`src/rtl/multicycle_shifter_of_n_pkg.sv`:
```
// Shared types for the iterative shifter: operation encoding and FSM states.
package multicycle_shifter_of_n_pkg;

  typedef enum logic [1:0] {
    SLL = 2'd0,
    SRL = 2'd1,
    SRA = 2'd2,
    ROR = 2'd3
  } shift_op_t;

  typedef enum logic [1:0] {
    IDLE  = 2'd0,
    SHIFT = 2'd1,
    DONE  = 2'd2
  } state_t;

endpackage

```
`src/rtl/multicycle_shifter_of_n_step.sv`:
```
// One combinational shift/rotate step of k bits (k never exceeds STEP).
module shift_step_of_n
  import multicycle_shifter_of_n_pkg::*;
#(
  parameter int N  = 8,
  parameter int AW = $clog2(N)
) (
  input  logic [N-1:0]  data,
  input  shift_op_t     op,
  input  logic [AW-1:0] k,
  output logic [N-1:0]  shifted
);

  // Select the shifted value for the requested operation
  always_comb begin
    shifted = data;
    case (op)
      SLL:     shifted = data << k;
      SRL:     shifted = data >> k;
      SRA:     shifted = $unsigned($signed(data) >>> k);
      ROR:     shifted = (data >> k) | (data << (N - int'(k)));
      default: shifted = data;
    endcase
  end

endmodule

```
`src/rtl/multicycle_shifter_of_n.sv`:
```
// Iterative shifter: accepts an operand, then shifts at most STEP bits per clock
// until the amount is consumed; valid/ready handshakes on both sides.
module multicycle_shifter_of_n
  import multicycle_shifter_of_n_pkg::*;
#(
  parameter int N    = 8,
  parameter int STEP = 1,
  parameter int AW   = $clog2(N)  // derived from N; leave at default
) (
  input  logic          clk,
  input  logic          rst,
  input  logic          in_valid,
  output logic          in_ready,
  input  logic [N-1:0]  in_data,
  input  logic [AW-1:0] in_amt,
  input  logic [1:0]    in_op,
  output logic          out_valid,
  input  logic          out_ready,
  output logic [N-1:0]  out_data
);

  state_t        state_r;
  shift_op_t     op_r;
  logic [N-1:0]  data_r;
  logic [AW-1:0] amt_r;
  logic          out_valid_r;
  logic          in_ready_r;
  logic [AW-1:0] k_s;
  logic [N-1:0]  step_s;

  // Clip this clock's step to what is still remaining, so the last step never over-shifts
  always_comb begin
    if (amt_r > AW'(STEP)) begin
      k_s = AW'(STEP);
    end else begin
      k_s = amt_r;
    end
  end

  shift_step_of_n #(.N(N), .AW(AW)) u_step (
    .data    (data_r),
    .op      (op_r),
    .k       (k_s),
    .shifted (step_s)
  );

  // Control FSM and datapath registers; DONE spends one cycle settling before out_valid rises
  always_ff @(posedge clk) begin
    if (rst) begin
      state_r     <= IDLE;
      op_r        <= SLL;
      data_r      <= '0;
      amt_r       <= '0;
      out_valid_r <= 1'b0;
      in_ready_r  <= 1'b1;
    end else begin
      case (state_r)
        IDLE: begin
          if (in_valid) begin
            data_r     <= in_data;
            amt_r      <= in_amt;
            op_r       <= shift_op_t'(in_op);
            in_ready_r <= 1'b0;
            if (in_amt == '0) begin
              state_r <= DONE;
            end else begin
              state_r <= SHIFT;
            end
          end else begin
            in_ready_r <= 1'b1;
          end
        end
        SHIFT: begin
          data_r <= step_s;
          amt_r  <= amt_r - k_s;
          if (amt_r == k_s) begin
            state_r <= DONE;
          end else begin
            state_r <= SHIFT;
          end
        end
        DONE: begin
          if (out_valid_r && out_ready) begin
            state_r     <= IDLE;
            out_valid_r <= 1'b0;
            in_ready_r  <= 1'b1;
          end else begin
            out_valid_r <= 1'b1;
          end
        end
        default: begin
          state_r     <= IDLE;
          out_valid_r <= 1'b0;
          in_ready_r  <= 1'b1;
        end
      endcase
    end
  end

  assign in_ready  = in_ready_r;
  assign out_valid = out_valid_r;
  assign out_data  = data_r;

endmodule

```
`config.mk`:
```
export PLATFORM = sky130hd
export DESIGN_NAME = multicycle_shifter_of_n
export DESIGN_NICKNAME = d
export VERILOG_FILES = /design/src/rtl/multicycle_shifter_of_n_pkg.sv /design/src/rtl/multicycle_shifter_of_n_step.sv /design/src/rtl/multicycle_shifter_of_n.sv
export SDC_FILE = /design/constraint.sdc
export NUM_CORES = 1
export LEC_CHECK = 0
export CAP_MARGIN = 10
export CORE_MARGIN = 10
export CORE_UTILIZATION = 40
export DETAILED_ROUTE_END_ITERATION = 8
export PLACE_DENSITY = 0.7
export SETUP_SLACK_MARGIN = 0.02
export SYNTH_ARGS = -nofsm -noshare
export SYNTH_HDL_FRONTEND = slang
export SYNTH_SLANG_ARGS = --single-unit
```
`constraint.sdc`:
```
create_clock -name clk -period 4.15 [get_ports clk]
set_input_delay 0.83 -clock clk [delete_from_list [all_inputs] [get_ports clk]]
set_output_delay 0.83 -clock clk [all_outputs]
set_load 0.005 [all_outputs]
```
==> impl_metrics.tcl, run 1 <==
set metrics [dict create \
    clk_latency_ns 0.30 \
    grt-busiest-layer "met2" \
    grt_util_met1_pct 17.2 \
    port_buffers 26 \
    hp-class "reg2reg" \
    h-tree-depth 1 \
    synth_largest_type_area_fraction_pct 25.9 \
    timing_hold_violations_final 0 \
    place_worst_setup_slack_ns 1.58 \
    synth_fp_nets 188 \
    detail_route.drc_violations 0 \
    groute.layer.met3.usage_pct 3.11 \
    ys_seq_elements 17 \
    grt_pass1_vias 1301 \
    status "finished, final reports clean" \
    tritoncts "built" \
    post_layout_nonfiller_instances 230 \
    worst_clock_skew_ns 0.00726 \
    worstPathMaxFanout 17 \
    io_pins 27 \
    synthesis.yosys.warnings 0 \
    ys_types 49 \
    timing.critical_path.from "amt_r[1]$_SDFFE_PP0P_" \
    chipHeight_microns 77.4 \
    netlist_area_sq_um 1320 \
    routabilityCongestion 0.909 \
    design.final.nets 206 \
    setup_slack_ns 1.54 \
    timing.reg2reg.setup_slack_ns 1.54 \
    post_cts_setup_bufs 0 \
    clock_sinks 17 \
    wire_length_of_the_first_global_routing_pass_mm 6.60 \
    die_area_sq_um 5990 \
    fin_max_slew_vios 0 \
    dp.final_hpwl_mm 2.72 \
    clock_path_buffers 2 \
    final.period_utilization_pct 63.0 \
    final.fill_count 319 \
    whs_ns 0.502 \
    clk_transition_reported_paths_ns 0.11 \
    grt_start_max_net_pins 25 \
    holdBufCountCts 0 \
    fmax_ghz 0.383 \
    synthTopCellsByArea "sky130_fd_sc_hd__dfxtp_1 (26%), sky130_fd_sc_hd__a21oi_1 (9.5%), sky130_fd_sc_hd__o21ai_0 (5.7%)" \
    r2r_start "amt_r[1]$_SDFFE_PP0P_" \
    final_common_cell "sky130_fd_sc_hd__clkdlybuf4s50_1" \
    dr.first_iter.drc_count 241 \
    final_layout_size_suffix_gt1_share_pct 6.45 \
    most-common-layout-cells "sky130_fd_sc_hd__clkdlybuf4s50_1 (26), sky130_fd_sc_hd__a21oi_1 (25), sky130_fd_sc_hd__dfxtp_1 (17), sky130_fd_sc_hd__o21ai_0 (15), sky130_fd_sc_hd__nand2_1 (12)" \
    cts_repair_resize_count 0 \
    routed_wl_mm 3.86 \
    cts_root_buf "sky130_fd_sc_hd__clkbuf_4" \
    critical_path_class "reg2reg" \
    origin_of_the_worst_min_delay_path "out_valid$_SDFFE_PP0N_" \
    worstReg2RegEnd "out_data[7]$_SDFFE_PP0P_" \
    initial_antenna_violation_count 0 \
    worst_ir_drop_vdd_mv 0.171 \
    via_count 1385 \
    area_growth_syn_to_layout_pct 20.2 \
    viasPerCell 6.02 \
    setup_total_negative_slack_ns 0 \
    synthCells 169 \
    required_ns 4.36 \
    synth_area_leader_cell "sky130_fd_sc_hd__dfxtp_1" \
    wl_per_cell_microns 16.8 \
    synth_seq_area_share_pct 25.9 \
    maxcap_viol_count 0 \
    synth_area_per_cell_sq_um 7.79 \
    core_region_area_sq_um 3100 \
    grt_setup_unrepaired "false" \
    drt.antenna.violating_nets 0 \
    die_w_microns 77.4 \
    numCtsBuffers 3 \
    worst_setup_path_end_kind "flip-flop" \
    overall_overflow_remaining_after_global_route 0 \
    num_antenna_cells 0 \
    max_slew.worst_pin.slew_ns 0.861 \
    setup-violations-final 0 \
    crit_path_start_kind "flip-flop" \
    gr-usage-all-layers_pct 13.0 \
    placedCellCount 226 \
    static-leakage-power_nw 0.548 \
    groute.layer.met2.usage_pct 20.6 \
    post_layout_min_period_ns 2.61 \
    rows 20 \
    drtPass1Iterations 4 \
    floorplan.initialDensity_pct 42.4 \
    whs_path_depth 2 \
    slew_headroom_pct 42.6 \
    worst-endpoint-arrival_ns 2.82 \
    hold_end "out_valid$_SDFFE_PP0N_" \
    p_per_area_nw_per_um2 427 \
    ff2ff_path_depth 6 \
]
==> cell usage after synthesis, drive strengths merged <==
cell type	count
a21oi	25
dfxtp	17
o21ai	15
nand2	13
clkbuf	9
nor2	9
inv	7
nand2b	7
nor2b	7
o221ai	6
a31oi	5
buf	4
nand3	4
a211oi	3
nor4b	3
o211ai	3
ha	2
mux2	2
mux2i	2
nor4	2
o21ba	2
a211o	1
a21o	1
a221o	1
a221oi	1
a2bb2oi	1
a311o	1
and2	1
and3	1
and3b	1
and4b	1
clkinv	1
conb	1
mux4	1
nand3b	1
nand4	1
nor3	1
o2111a	1
o21a	1
o21bai	1
o22a	1
o311a	1
or3	1
==> cell families after synthesis <==
family / count (synthesis) / synth area share, %
other: 1 / 0.285
buffers and inverters: 21 / 8.94
adder cells (fa/ha/maj): 2 / 1.90
multiplexers: 5 / 4.94
AO/OA/AOI/OAI: 70 / 35.8
flip-flops: 17 / 25.9
AND/OR/NAND/NOR: 53 / 22.2
==> state kept, by name (all words and copies together) (netlist names) <==
name,cells
out_valid,1
op_r,2
in_ready,1
amt_r,3
state_r,2
out_data,8
==> cell type report <==
cell class                      count  area (sq um)  area share, %
Multi-Input combinational cell    131           858           54.2
Sequential cell                    17           340           21.5
Timing Repair Buffer               26           260           16.4
Tap cell                           44          55.1           3.48
Inverter                            8          42.5           2.69
Clock buffer                        4          26.3           1.66
==> stage by stage <==
stage                     total power, mW  utilization (%)  instance area (sq um)
after global placement              0.575             50.2                   1560
after detailed placement            0.578             50.2                   1560
final                               0.676             51.0                   1580
after CTS                           0.674             51.0                   1580
after floorplan                     0.486                -                   1320
after global routing                0.728             51.0                   1580
==> critical path, cell delays in order (launching register included) <==
cell,delay [ns]
sky130_fd_sc_hd__dfxtp_1,0.47
sky130_fd_sc_hd__or3_1,0.69
sky130_fd_sc_hd__clkinv_8,0.15
sky130_fd_sc_hd__ha_1,0.52
sky130_fd_sc_hd__mux4_2,0.56
sky130_fd_sc_hd__nand2_1,0.08
sky130_fd_sc_hd__a21oi_1,0.05
==> worst max-delay path by stage <==
stage	endpoint	cells after the start
final	out_data[7]$_SDFFE_PP0P_	6
after detailed placement	out_data[7]$_SDFFE_PP0P_	6
after global placement	out_data[7]$_SDFFE_PP0P_	6
after floorplan	out_data[2]$_SDFFE_PP0P_	10
after global routing	out_data[7]$_SDFFE_PP0P_	6
after CTS	out_data[7]$_SDFFE_PP0P_	6
==> power by group <==
group          switching (mW)  internal [mW]
combinational           0.171          0.153
clock                  0.0595         0.0375
sequential             0.0614          0.194
total                   0.292          0.384
==> layer usage <==
metal | wire length [microns] | vias to the layer above
met4 | 33 | 0
met2 | 1820 | 48
met5 | 0 | -
li1 | - | 666
met3 | 246 | 4
met1 | 1760 | 667
Note: power is estimated with default switching activity, not from simulation.
==> run 2: changes to the inputs <==
==> constraint.sdc (replaced) <==
create_clock -name clk -period 2.7 [get_ports clk]
set_input_delay 0.54 -clock clk [delete_from_list [all_inputs] [get_ports clk]]
set_output_delay 0.54 -clock clk [all_outputs]
set_load 0.005 [all_outputs]
==> impl_metrics.tcl, run 2 (same netlist as run 1, synthesis figures left out) <==
set metrics [dict create \
    status "finished, final reports clean" \
    timing_hold_violations_final 0 \
    critPathMaxStageDelay_ns 0.50 \
    numCtsBuffers 3 \
    slew_headroom_pct 54.2 \
    worstPathMaxFanout 11 \
    via_count 1356 \
    final_layout_size_suffix_gt1_share_pct 7.98 \
    grt_pass1_vias 1418 \
    detail_route.drc_violations 0 \
    crit_path_start_kind "flip-flop" \
    overall_overflow_remaining_after_global_route 0 \
    drtPass1Iterations 4 \
    r2r_start "amt_r[2]$_SDFFE_PP0P_" \
    drt.antenna.violating_nets 0 \
    clock_path_buffers 2 \
    post_layout_min_period_ns 2.23 \
    max_slew.worst_pin.slew_ns 0.685 \
    most-common-layout-cells "sky130_fd_sc_hd__clkdlybuf4s50_1 (26), sky130_fd_sc_hd__a21oi_1 (25), sky130_fd_sc_hd__dfxtp_1 (17), sky130_fd_sc_hd__o21ai_0 (15), sky130_fd_sc_hd__nand2_1 (12)" \
    die_w_microns 77.4 \
    maxcap_viol_count 0 \
    floorplan.initialDensity_pct 42.4 \
    setup_total_negative_slack_ns 0 \
    design.final.nets 208 \
    hold_end "out_valid$_SDFFE_PP0N_" \
    worst-endpoint-arrival_ns 2.45 \
    routed_wl_mm 3.77 \
    grt_setup_unrepaired "false" \
    worst_clock_skew_ns 0.00422 \
    critical_path_class "reg2reg" \
    power_report.internal_total_mw 0.598 \
    fin_max_slew_vios 0 \
    final_common_cell "sky130_fd_sc_hd__clkdlybuf4s50_1" \
    static-leakage-power_nw 0.557 \
    wl_per_cell_microns 16.3 \
    critical_path.cell_chain "or3_1 -> clkinv_8 -> ha_1 -> and4b_1 -> o21ai_0 -> a211o_1 -> a21oi_1" \
    clk_transition_reported_paths_ns 0.12 \
    worstReg2RegEnd "out_data[2]$_SDFFE_PP0P_" \
    power.clock.fraction_pct 14.2 \
    power.share.switching_pct 43.1 \
    post_cts_setup_bufs 0 \
    hp-class "reg2reg" \
    clk_latency_ns 0.30 \
    grt_start_max_net_pins 18 \
    dr.first_iter.drc_count 182 \
    p_per_area_nw_per_um2 656 \
    rows 20 \
    critPathSlowestCell "sky130_fd_sc_hd__or3_1" \
    worst_setup_path_end_kind "flip-flop" \
    final.fill_count 313 \
    dp.final_hpwl_mm 2.76 \
    fmax_ghz 0.449 \
    switchingPower_mw 0.453 \
    tritoncts "built" \
    largest_register_ffs 8 \
    origin_of_the_worst_min_delay_path "out_valid$_SDFFE_PP0N_" \
    place_worst_setup_slack_ns 0.526 \
    clock_sinks 17 \
    num_antenna_cells 0 \
    ff2ff_path_depth 7 \
    cpLargestDelayFamily "simple AND/OR/NAND/NOR gates" \
    initial_antenna_violation_count 0 \
    h-tree-depth 1 \
    setup-violations-final 0 \
    power.share.combinational_pct 49.4 \
    io_pins 27 \
    whs_path_depth 2 \
    cts_repair_resize_count 0 \
    required_ns 2.93 \
    wire_length_of_the_first_global_routing_pass_mm 6.64 \
    viasPerCell 5.84 \
    chipHeight_microns 77.4 \
    core_region_area_sq_um 3100 \
    port_buffers 26 \
    cts_root_buf "sky130_fd_sc_hd__clkbuf_4" \
    timing.reg2reg.setup_slack_ns 0.47 \
    worst_ir_drop_vdd_mv 0.310 \
    final.period_utilization_pct 82.5 \
    holdBufCountCts 0 \
    setup_slack_ns 0.473 \
    critical_path.n_buffers_inverters 1 \
    gr-usage-all-layers_pct 12.9 \
    area_growth_syn_to_layout_pct 21.7 \
    sequentialPowerShare_pct 36.4 \
    die_area_sq_um 5990 \
    routabilityCongestion 0.876 \
]
==> run 2: changes by cell type in the layout (fill, tap and decap cells not counted) <==
| cell | change |
|---|---|
| sky130_fd_sc_hd__buf_4 | +2 |
| sky130_fd_sc_hd__clkbuf_1 | -1 |
| sky130_fd_sc_hd__clkinvlp_4 | +1 |
==> run 2: power groups by stage <==
stage                     Clock, mW  Combinational [mW]  Sequential (mW)
after floorplan                   0               0.393            0.354
after global placement            0               0.510            0.384
after detailed placement          0               0.514            0.387
after CTS                     0.154               0.516            0.380
after global routing          0.169               0.579            0.394
final                         0.149               0.519            0.382
==> run 2: per-layer routing <==
layer	vias to the layer above	wire, microns	track usage [%]
li1	669	-	-
met1	622	1690	16.3
met2	61	1720	19.6
met3	4	336	4.26
met4	0	32	5.66
met5	-	0	0
==> run 2: final cells by class <==
cell class	instances	area, sq um	share of cell area [%]
clock buffer	3	22.5	1.41
tap	44	55.1	3.44
inverter	8	42.5	2.66
multi-input combinational	131	858	53.6
sequential	17	340	21.2
clock inverter	1	7.51	0.469
timing repair buffer	28	275	17.2
==> run 2: per-stage QoR <==
stage | total power, mW | hold WS (ns) | instance area (sq um) | utilization [%] | std cells
after floorplan | 0.746 | 0.478 | 1320 | - | 169
after global placement | 0.894 | 0.483 | 1570 | 50.6 | 228
after detailed placement | 0.900 | 0.483 | 1570 | 50.6 | 228
after CTS | 1.05 | 0.503 | 1600 | 51.6 | 232
after global routing | 1.14 | 0.560 | 1600 | 51.6 | 232
final | 1.05 | 0.503 | 1600 | 51.6 | 232
==> run 2: worst max path at each step <==
stage                                from                        to  slack [ns]  cells past startpoint
finish              amt_r[2]$_SDFFE_PP0P_  out_data[2]$_SDFFE_PP0P_        0.47                      7
global placement                 in_valid  out_data[6]$_SDFFE_PP0P_        0.54                      5
CTS                 amt_r[2]$_SDFFE_PP0P_  out_data[2]$_SDFFE_PP0P_        0.49                      7
floorplan           amt_r[1]$_SDFFE_PP0P_  out_data[2]$_SDFFE_PP0P_        0.65                     10
detailed placement               in_valid  out_data[5]$_SDFFE_PP0P_        0.53                      5
global route        amt_r[2]$_SDFFE_PP0P_  out_data[2]$_SDFFE_PP0P_        0.32                      7
==> run 2: worst min-delay path, delay by kind of cell, from the launching register on <==
| family | cells | cell delay (ns) |
|---|---|---|
| compound gates | 1 | 0.06 |
| flops | 1 | 0.35 |
| simple gates | 1 | 0.06 |
